==> config.mk <==
export PLATFORM = sky130hd
export DESIGN_NAME = multi_cycle_controller
export DESIGN_NICKNAME = d
export VERILOG_FILES = /design/src/rtl/multi_cycle_controller.sv
export SDC_FILE = /design/constraint.sdc
export NUM_CORES = 1
export LEC_CHECK = 0
export BUFFER_PORTS_ARGS = -buffer_cell sky130_fd_sc_hd__clkbuf_2
export CAP_MARGIN = 10
export CORE_UTILIZATION = 45
export DETAILED_ROUTE_END_ITERATION = 6
export GPL_ROUTABILITY_DRIVEN = 0
export GPL_TIMING_DRIVEN = 0
export PLACE_DENSITY_LB_ADDON = 0.08
export SLEW_MARGIN = 20
export SYNTH_ARGS = -nofsm -noshare
export SYNTH_HDL_FRONTEND = slang
export SYNTH_SLANG_ARGS = --single-unit
==> constraint.sdc <==
create_clock -name CLK -period 2 [get_ports CLK]
set_input_delay 0.2 -clock CLK [delete_from_list [all_inputs] [get_ports CLK]]
set_output_delay 0.2 -clock CLK [all_outputs]
set_load 0.05 [all_outputs]
==> src/rtl/multi_cycle_controller.sv <==
// Multi-cycle ARM controller: FSM sequencing, NZCV flags, condition gating.
// Ports: CLK/RST, Op/Func/Cond, ALUFlags, MemReady in; memory, datapath
// muxes/enables and Status out. Optional macro MC_CTRL_MEMWAIT_EN enables
// the MemReady wait handshake (undefined: MemReady treated as constant 1).
module multi_cycle_controller #(
    parameter logic [3:0] STATUS_INIT = 4'b0000
) (
    input  logic       CLK,
    input  logic       RST,
    input  logic [1:0] Op,
    input  logic [5:0] Func,
    input  logic [3:0] Cond,
    input  logic [3:0] ALUFlags,
    input  logic       MemReady,
    output logic       MemReq,
    output logic       MemWrite,
    output logic       AdrSrc,
    output logic       IRWrite,
    output logic       PCWrite,
    output logic       RegWrite,
    output logic       ALUSrcA,
    output logic [1:0] ALUSrcB,
    output logic [1:0] ResultSrc,
    output logic [1:0] ALUControl,
    output logic [1:0] ImmSrc,
    output logic [1:0] RegSrc,
    output logic [3:0] Status
);

    typedef enum logic [3:0] {
        S_FETCH,
        S_DECODE,
        S_MEMADR,
        S_MEMRD,
        S_MEMWB,
        S_MEMWR,
        S_EXECR,
        S_EXECI,
        S_ALUWB,
        S_BRANCH
    } state_t;

    state_t     r_state;
    state_t     w_next;
    logic       r_condexq;
    logic [3:0] r_status;

    logic       w_ready;
    logic       w_condex;
    logic       w_nowrite;
    logic [3:0] w_cmd;
    logic [1:0] w_alu_dp;
    logic       w_memreq;
    logic       w_memwrite;
    logic       w_irwrite;
    logic       w_pcwrite;
    logic       w_regwrite;
    logic       w_n;
    logic       w_z;
    logic       w_c;
    logic       w_v;

    assign w_cmd     = Func[4:1];
    assign w_nowrite = (w_cmd == 4'b1010);
    assign {w_n, w_z, w_c, w_v} = r_status;

`ifdef MC_CTRL_MEMWAIT_EN
    assign w_ready = MemReady;
`else
    logic w_unused_ready;
    assign w_unused_ready = MemReady;
    assign w_ready        = 1'b1;
`endif

    // ARM condition evaluation against the current flags
    always_comb begin
        w_condex = 1'b0;
        unique case (Cond)
            4'b0000: w_condex = w_z;
            4'b0001: w_condex = ~w_z;
            4'b0010: w_condex = w_c;
            4'b0011: w_condex = ~w_c;
            4'b0100: w_condex = w_n;
            4'b0101: w_condex = ~w_n;
            4'b0110: w_condex = w_v;
            4'b0111: w_condex = ~w_v;
            4'b1000: w_condex = ~w_z & w_c;
            4'b1001: w_condex = w_z | ~w_c;
            4'b1010: w_condex = ~(w_n ^ w_v);
            4'b1011: w_condex = w_n ^ w_v;
            4'b1100: w_condex = ~w_z & ~(w_n ^ w_v);
            4'b1101: w_condex = w_z | (w_n ^ w_v);
            4'b1110: w_condex = 1'b1;
            default: w_condex = 1'b0;
        endcase
    end

    // Data-processing command to ALU operation
    always_comb begin
        w_alu_dp = 2'b00;
        unique case (w_cmd)
            4'b0100: w_alu_dp = 2'b00;
            4'b0010: w_alu_dp = 2'b01;
            4'b1010: w_alu_dp = 2'b01;
            4'b0000: w_alu_dp = 2'b10;
            4'b1100: w_alu_dp = 2'b11;
            default: w_alu_dp = 2'b00;
        endcase
    end

    // State register
    always_ff @(posedge CLK or posedge RST) begin
        if (RST) begin
            r_state <= S_FETCH;
        end else begin
            r_state <= w_next;
        end
    end

    // Condition latch and NZCV register
    always_ff @(posedge CLK or posedge RST) begin
        if (RST) begin
            r_condexq <= 1'b0;
            r_status  <= STATUS_INIT;
        end else begin
            if (r_state == S_DECODE) begin
                r_condexq <= w_condex;
            end
            // C/V are only meaningful for arithmetic ops
            if ((r_state == S_EXECR || r_state == S_EXECI)
                && Func[0] && r_condexq) begin
                r_status[3:2] <= ALUFlags[3:2];
                if (w_alu_dp == 2'b00 || w_alu_dp == 2'b01) begin
                    r_status[1:0] <= ALUFlags[1:0];
                end
            end
        end
    end

    // Next-state logic
    always_comb begin
        w_next = S_FETCH;
        unique case (r_state)
            S_FETCH:  w_next = w_ready ? S_DECODE : S_FETCH;
            S_DECODE: begin
                unique case (Op)
                    2'b00:   w_next = Func[5] ? S_EXECI : S_EXECR;
                    2'b01:   w_next = S_MEMADR;
                    2'b10:   w_next = S_BRANCH;
                    default: w_next = S_FETCH;
                endcase
            end
            S_EXECR:  w_next = S_ALUWB;
            S_EXECI:  w_next = S_ALUWB;
            S_ALUWB:  w_next = S_FETCH;
            S_MEMADR: w_next = Func[0] ? S_MEMRD : S_MEMWR;
            S_MEMRD:  w_next = w_ready ? S_MEMWB : S_MEMRD;
            S_MEMWB:  w_next = S_FETCH;
            S_MEMWR:  begin
                // A squashed store skips the handshake entirely
                if (r_condexq && !w_ready) begin
                    w_next = S_MEMWR;
                end else begin
                    w_next = S_FETCH;
                end
            end
            S_BRANCH: w_next = S_FETCH;
            default:  w_next = S_FETCH;
        endcase
    end

    // Output logic
    always_comb begin
        w_memreq   = 1'b0;
        w_memwrite = 1'b0;
        w_irwrite  = 1'b0;
        w_pcwrite  = 1'b0;
        w_regwrite = 1'b0;
        AdrSrc     = 1'b0;
        ALUSrcA    = 1'b0;
        ALUSrcB    = 2'b00;
        ResultSrc  = 2'b00;
        ALUControl = 2'b00;
        unique case (r_state)
            S_FETCH: begin
                w_memreq  = 1'b1;
                ALUSrcA   = 1'b1;
                ALUSrcB   = 2'b10;
                ResultSrc = 2'b10;
                w_irwrite = w_ready;
                w_pcwrite = w_ready;
            end
            S_DECODE: begin
                ALUSrcA   = 1'b1;
                ALUSrcB   = 2'b10;
                ResultSrc = 2'b10;
            end
            S_EXECR: begin
                ALUControl = w_alu_dp;
            end
            S_EXECI: begin
                ALUSrcB    = 2'b01;
                ALUControl = w_alu_dp;
            end
            S_ALUWB: begin
                w_regwrite = r_condexq & ~w_nowrite;
            end
            S_MEMADR: begin
                ALUSrcB = 2'b01;
            end
            S_MEMRD: begin
                w_memreq = 1'b1;
                AdrSrc   = 1'b1;
            end
            S_MEMWB: begin
                ResultSrc  = 2'b01;
                w_regwrite = r_condexq;
            end
            S_MEMWR: begin
                w_memreq   = r_condexq;
                w_memwrite = r_condexq;
                AdrSrc     = r_condexq;
            end
            S_BRANCH: begin
                ALUSrcB   = 2'b01;
                ResultSrc = 2'b10;
                w_pcwrite = r_condexq;
            end
            default: begin
                w_memreq = 1'b0;
            end
        endcase
    end

    // Reset kills any in-flight access or write immediately
    assign MemReq   = w_memreq & ~RST;
    assign MemWrite = w_memwrite & ~RST;
    assign IRWrite  = w_irwrite & ~RST;
    assign PCWrite  = w_pcwrite & ~RST;
    assign RegWrite = w_regwrite & ~RST;

    assign ImmSrc = Op;
    assign RegSrc = {Op == 2'b01, Op == 2'b10};
    assign Status = r_status;

endmodule

==> results of run 1 <==
state kept, by name, summed over array words and instances, names as in the netlist:
name and count:
r_state 4, r_condexq 1, Status 4
per-layer routing:
layer | GRT usage [%] | wire, µm | vias up
met5 | 0 | 0 | -
met4 | 1.82 | 0 | 0
met3 | 4.90 | 80 | 0
met2 | 32.6 | 851 | 23
met1 | 25.8 | 824 | 380
li1 | - | - | 424
worst reg2reg max path: cells and delay by family (launching register included):
kind	cells	cell delay [ps]
flops	1	460
simple gates	3	700
mux	1	310
metrics by stage:
stage	instance area, µm²	utilization [%]	TNS (ps)	std cells	hold slack [ps]
final	1080	67.6	0	160	166
after global routing	1080	67.6	0	160	159
after CTS	1070	67.4	0	161	159
after global placement	1040	65.1	0	156	242
after floorplan	827	-	-464	96	41.6
after detailed placement	1040	65.1	0	156	243
kinds of logic (layout without fill, tap and decap cells):
family	after synthesis	count (layout)	share of synthesized area, %
XOR/XNOR	5	5	5.45
flip-flops	9	9	28.0
AO/OA/AOI/OAI	18	18	14.8
buffers and inverters	10	50	7.01
multiplexers	7	7	9.50
AND/OR/NAND/NOR	47	47	35.2
final cells by class:
type | instances | area, µm²
Multi-Input combinational cell | 77 | 546
Fill cell | 152 | 517
Sequential cell | 9 | 225
Timing Repair Buffer | 37 | 193
Buffer | 7 | 45.0
Tap cell | 24 | 30.0
Clock buffer | 3 | 22.5
Inverter | 2 | 11.3
Clock inverter | 1 | 5.00
power breakdown:
part	switching (mW)	internal [mW]
Sequential	0.110	0.251
Clock	0.0598	0.0735
Combinational	0.811	0.345
cell usage after synthesis (2+ instances only):
| master | instances |
|---|---|
| clkbuf_1 | 2 |
| nor2_1 | 9 |
| dfrtp_1 | 9 |
| xnor2_1 | 2 |
| mux2_2 | 4 |
| nand4_1 | 2 |
| a211oi_1 | 2 |
| nor2b_1 | 2 |
| nor3_1 | 4 |
| nor3b_1 | 4 |
| nand2b_1 | 5 |
| nor4b_1 | 2 |
| buf_2 | 2 |
| buf_4 | 2 |
| mux2i_1 | 2 |
| o21ai_0 | 7 |
| inv_1 | 2 |
| a21oi_1 | 2 |
| nand2_1 | 7 |
| xor2_1 | 3 |
final timing paths:
path                                             from               endpoint  slack (ps)  cells past startpoint
max in group asynchronous                         RST   r_state[1]$_DFF_PP0_        1340                      3
worst max register to register   r_state[3]$_DFF_PP0_  Status[1]$_DFFE_PP0P_         410                      4
worst max-delay path             r_state[3]$_DFF_PP0_                 MemReq         130                      5
worst min-delay path                      ALUFlags[1]  Status[1]$_DFFE_PP0P_         170                      2
worst min register to register  Status[1]$_DFFE_PP0P_  Status[1]$_DFFE_PP0P_         590                      1
min in group asynchronous                         RST   r_state[2]$_DFF_PP0_         480                      3
repair_timing:
action                     4_1_cts  5_1_grt
setup endpoints to repair        0        4
resized for setup                0        3
hold endpoints to repair         9        0
setup buffers                    0        0
hold buffers                     1        0
==> run_results.csv, run 1 <==
group,metric,value,unit
logic_synthesis,synth_cell_types,42,
cts,clock_latency,260,ps
logic_synthesis,avgSynthCellArea,8.37,µm²
logic_synthesis,synth_nets,115,
pwr,p_total,1.65,mW
sta,setup_viol,0,
detailed_routing,drtAntennaViolNets,0,
worst_setup_path,cp_cell_sequence,"or2_1 -> buf_2 -> nor4_2 -> a21o_1 -> clkbuf_4",
layout,fin_nets,156,
sta,finClkSkew,4.43,ps
detailed_routing,num_vias,827,
worst_setup_path,cpPeakStageDelay,460,ps
grt,grt_usage,19.3,%
placed_design,port_buffers,36,
cts,numCtsBuffers,3,
worst_setup_path,cp-end-kind,"output pin",
logic_synthesis,syn_inst,96,
logic_synthesis,synth_edf_count,0,
grt,grt_max_degree,12,
floorplanning,boundaryPins,40,
worst_setup_path,cp.arrival,1670,ps
sta,max_freq,535,MHz
floorplanning,die_area,1960,µm²
placed_design,dp_slack,329,ps
logic_synthesis,yosysWarnings,0,
cts,path_clk_slew,60,ps
detailed_routing,drt_wl_total,1760,µm
floorplanning,coreArea,1590,µm²
layout,diodes,0,
placed_design,dp_hpwl,1420,µm
logic_synthesis,synth_area,803,µm²
pwr,ir_drop,0.898,mV
detailed_routing,drtIter0Drc,11,
pwr,power_density,1530,nW/µm²
logic_synthesis,synthArstFlopShare,100,%
sta,rsz0062_at_grt,"no",
run_status,status,"finished clean",
worst_setup_path,crit_slowest_cell,"dfrtp_1",
floorplanning,die_w,44.3,µm
cts,ctsLongestPathBuffers,2,
layout,area_growth,34.1,%
cts,root_buffer,"clkbuf_4",
sta,hold_viol_final,0,
worst_setup_path,required,1800,ps
detailed_routing,post-route-drc-count,0,
sta,fin_ws,132,ps
pwr,power_leakage,0.521,nW
cts,tritoncts,"yes",
cts,htree_levels,1,
min_path,hold_class,"input pin to register",
grt,grt_pass1_vias,683,
floorplanning,num_rows,14,
layout,layout-drive-gt1-share,42.6,%
logic_synthesis,synth_top_cell_area_share,28.0,%
sta,period_minus_slack,1870,ps
sta,min_period_over_period,93.4,%
job,max_cap_violations,0,
worst_setup_path,worstSetupStartpointType,"register",
sta,relSlewSlack,71.8,%
grt,grt-ovfl-total,0,
logic_synthesis,synth.largest_area_cell,"dfrtp_1",
layout,final_common_cell,"clkbuf_2",
grt,grt_antenna_before_repair,0,
worst_setup_path,critPathTopFamily,"flip-flops",
floorplanning,initial_core_util,50.4,%
sta,finalMaxSlewViolations,0,
detailed_routing,wl_per_cell,11.0,µm
logic_synthesis,ys_seq_area_share,28.0,%
logic_synthesis,synth.area.top_cells,"dfrtp_1, mux2_2, o21ai_0",
logic_synthesis,ys.flop_type,"dfrtp_1",
worst_setup_path,critPathBufInv,2,
cts,clkSinkCount,9,
sta,tightest_slew,424,ps
detailed_routing,routed_via_density,5.17,
worst_setup_path,cp_max_fo,8,
floorplanning,die_h,44.3,µm
layout,mostFrequentLayoutCells,"clkbuf_2, dfrtp_1, nor2_1",
grt,grt_pass1_wl,2880,µm
detailed_routing,drtPass1Iterations,6,
logic_synthesis,synth_seq_cells,9,
worst_setup_path,path_class,"register to output pin",
(Power assumes the default switching activity.)
==> inputs of run 2 (changes only) <==
CAP_MARGIN = default   (was 10)
CORE_ASPECT_RATIO = 2   (was default)
CORE_UTILIZATION = 25   (was 45)
==> run_results.csv, run 2 (same netlist as run 1, synthesis figures left out) <==
group,metric,value,unit
grt,grt_pass1_vias,817,
floorplanning,initial_core_util,26.7,%
floorplanning,die_w,42.1,µm
grt,grt_usage,14.3,%
worst_setup_path,worstSetupStartpointType,"register",
grt,grt_antenna_before_repair,0,
layout,ff_latch_area,225,µm²
placed_design,dp_hpwl,1770,µm
pwr,power_leakage,0.527,nW
floorplanning,coreArea,3010,µm²
detailed_routing,drtPass1Iterations,4,
sta,period_minus_slack,1850,ps
detailed_routing,drtAntennaViolNets,0,
worst_setup_path,reg2reg_from,"r_state[3]$_DFF_PP0_",
cts,clock_latency,230,ps
sta,fin_ws,154,ps
layout,fin_nets,155,
run_status,status,"finished clean",
floorplanning,die_area,3460,µm²
layout,mostFrequentLayoutCells,"clkbuf_2, dfrtp_1, nor2_1",
pwr,power_density,1590,nW/µm²
worst_setup_path,cp_max_fo,8,
detailed_routing,routed_via_density,4.99,
cts,ctsLongestPathBuffers,2,
worst_setup_path,rrSetupSlack,370,ps
grt,grt-ovfl-total,0,
placed_design,port_buffers,36,
worst_setup_path,cp-end-kind,"output pin",
worst_setup_path,reg2reg_to,"Status[1]$_DFFE_PP0P_",
pwr,ir_drop,0.498,mV
worst_setup_path,reg2reg_depth,4,
grt,grt_pass1_wl,3760,µm
detailed_routing,post-route-drc-count,0,
layout,final_common_cell,"clkbuf_2",
sta,rsz0062_at_grt,"no",
floorplanning,num_rows,28,
floorplanning,die_h,82.2,µm
placed_design,dp_slack,270,ps
cts,root_buffer,"clkbuf_8",
layout,diodes,0,
detailed_routing,drtIter0Drc,9,
sta,relSlewSlack,69.1,%
cts,tritoncts,"yes",
sta,finalSetupTns,0,ps
cts,numCtsBuffers,3,
detailed_routing,drt_wl_total,2180,µm
cts,htree_levels,1,
sta,setup_viol,0,
worst_setup_path,required,1800,ps
layout,layout-drive-gt1-share,41.5,%
detailed_routing,wl_per_cell,13.2,µm
layout,area_growth,35.2,%
worst_setup_path,cp.arrival,1650,ps
sta,finClkSkew,5.99,ps
job,max_cap_violations,0,
cts,clkSinkCount,9,
sta,tightest_slew,464,ps
sta,max_freq,542,MHz
grt,grt_max_degree,12,
sta,hold_viol_final,0,
floorplanning,boundaryPins,40,
min_path,hold_class,"input pin to async pin",
detailed_routing,num_vias,823,
sta,finalMaxSlewViolations,0,
worst_setup_path,path_class,"register to output pin",
cts,path_clk_slew,50,ps
layout,multi_input_area,546,µm²
layout,fin_util,36.0,%
cts,post_cts_buffers,0,
layout,fillers,333,
sta,min_period_over_period,92.3,%
## run 2: worst max path at each step
stage / start / to / slack [ps] / cells past startpoint
detailed placement: r_state[0]$_DFF_PP0_ / MemReq / 270 / 5
CTS: r_state[0]$_DFF_PP0_ / MemReq / 10 / 5
finish: r_state[3]$_DFF_PP0_ / MemReq / 150 / 5
floorplan: r_state[3]$_DFF_PP0_ / MemReq / -320 / 4
global route: r_state[3]$_DFF_PP0_ / MemReq / 10 / 5
global placement: r_state[0]$_DFF_PP0_ / MemReq / 280 / 5
## run 2: final cells by class
cell class	count	area share (%)
sequential	9	20.7
tap	30	3.46
multi-input combinational	77	50.2
timing repair buffer	36	16.6
buffer	7	4.15
clock buffer	4	4.15
inverter	2	0.691
## run 2: per-stage QoR
| step | total power, mW | std cells | instance area (µm²) | hold WS, ps |
|---|---|---|---|---|
| 6_report | 1.72 | 165 | 1090 | 12.5 |
| 2_1_floorplan | 1.27 | 96 | 827 | 41.6 |
| 5_1_grt | 1.85 | 165 | 1090 | 68.0 |
| 4_1_cts | 1.76 | 166 | 1090 | 33.0 |
| 3_3_place_gp | 1.53 | 162 | 1040 | 273 |
| 3_5_place_dp | 1.53 | 162 | 1040 | 285 |
## run 2: routing by layer
| metal | part of all wire, % | vias to the layer above | global-route usage (%) |
|---|---|---|---|
| met5 | 0 | - | 0 |
| met4 | 1.2 | 0 | 7.50 |
| met3 | 3.4 | 2 | 2.17 |
| met2 | 56 | 20 | 28.0 |
| met1 | 39 | 384 | 14.0 |
| li1 | - | 417 | - |
## run 2: what timing repair did
action,4_1_cts,5_1_grt
resized for setup,0,0
hold buffers,0,0
setup endpoints to repair,0,5
## run 2: critical path, stage by stage (launching register included)
cell,delay [ps]
dfrtp_1,450
or2_1,240
buf_2,170
nor4_2,180
a21o_1,120
clkbuf_2,260
## run 2: power breakdown
part | internal [mW] | switching, mW
registers | 0.252 | 0.115
logic | 0.338 | 0.807
clock network | 0.139 | 0.0733
total | 0.729 | 0.995
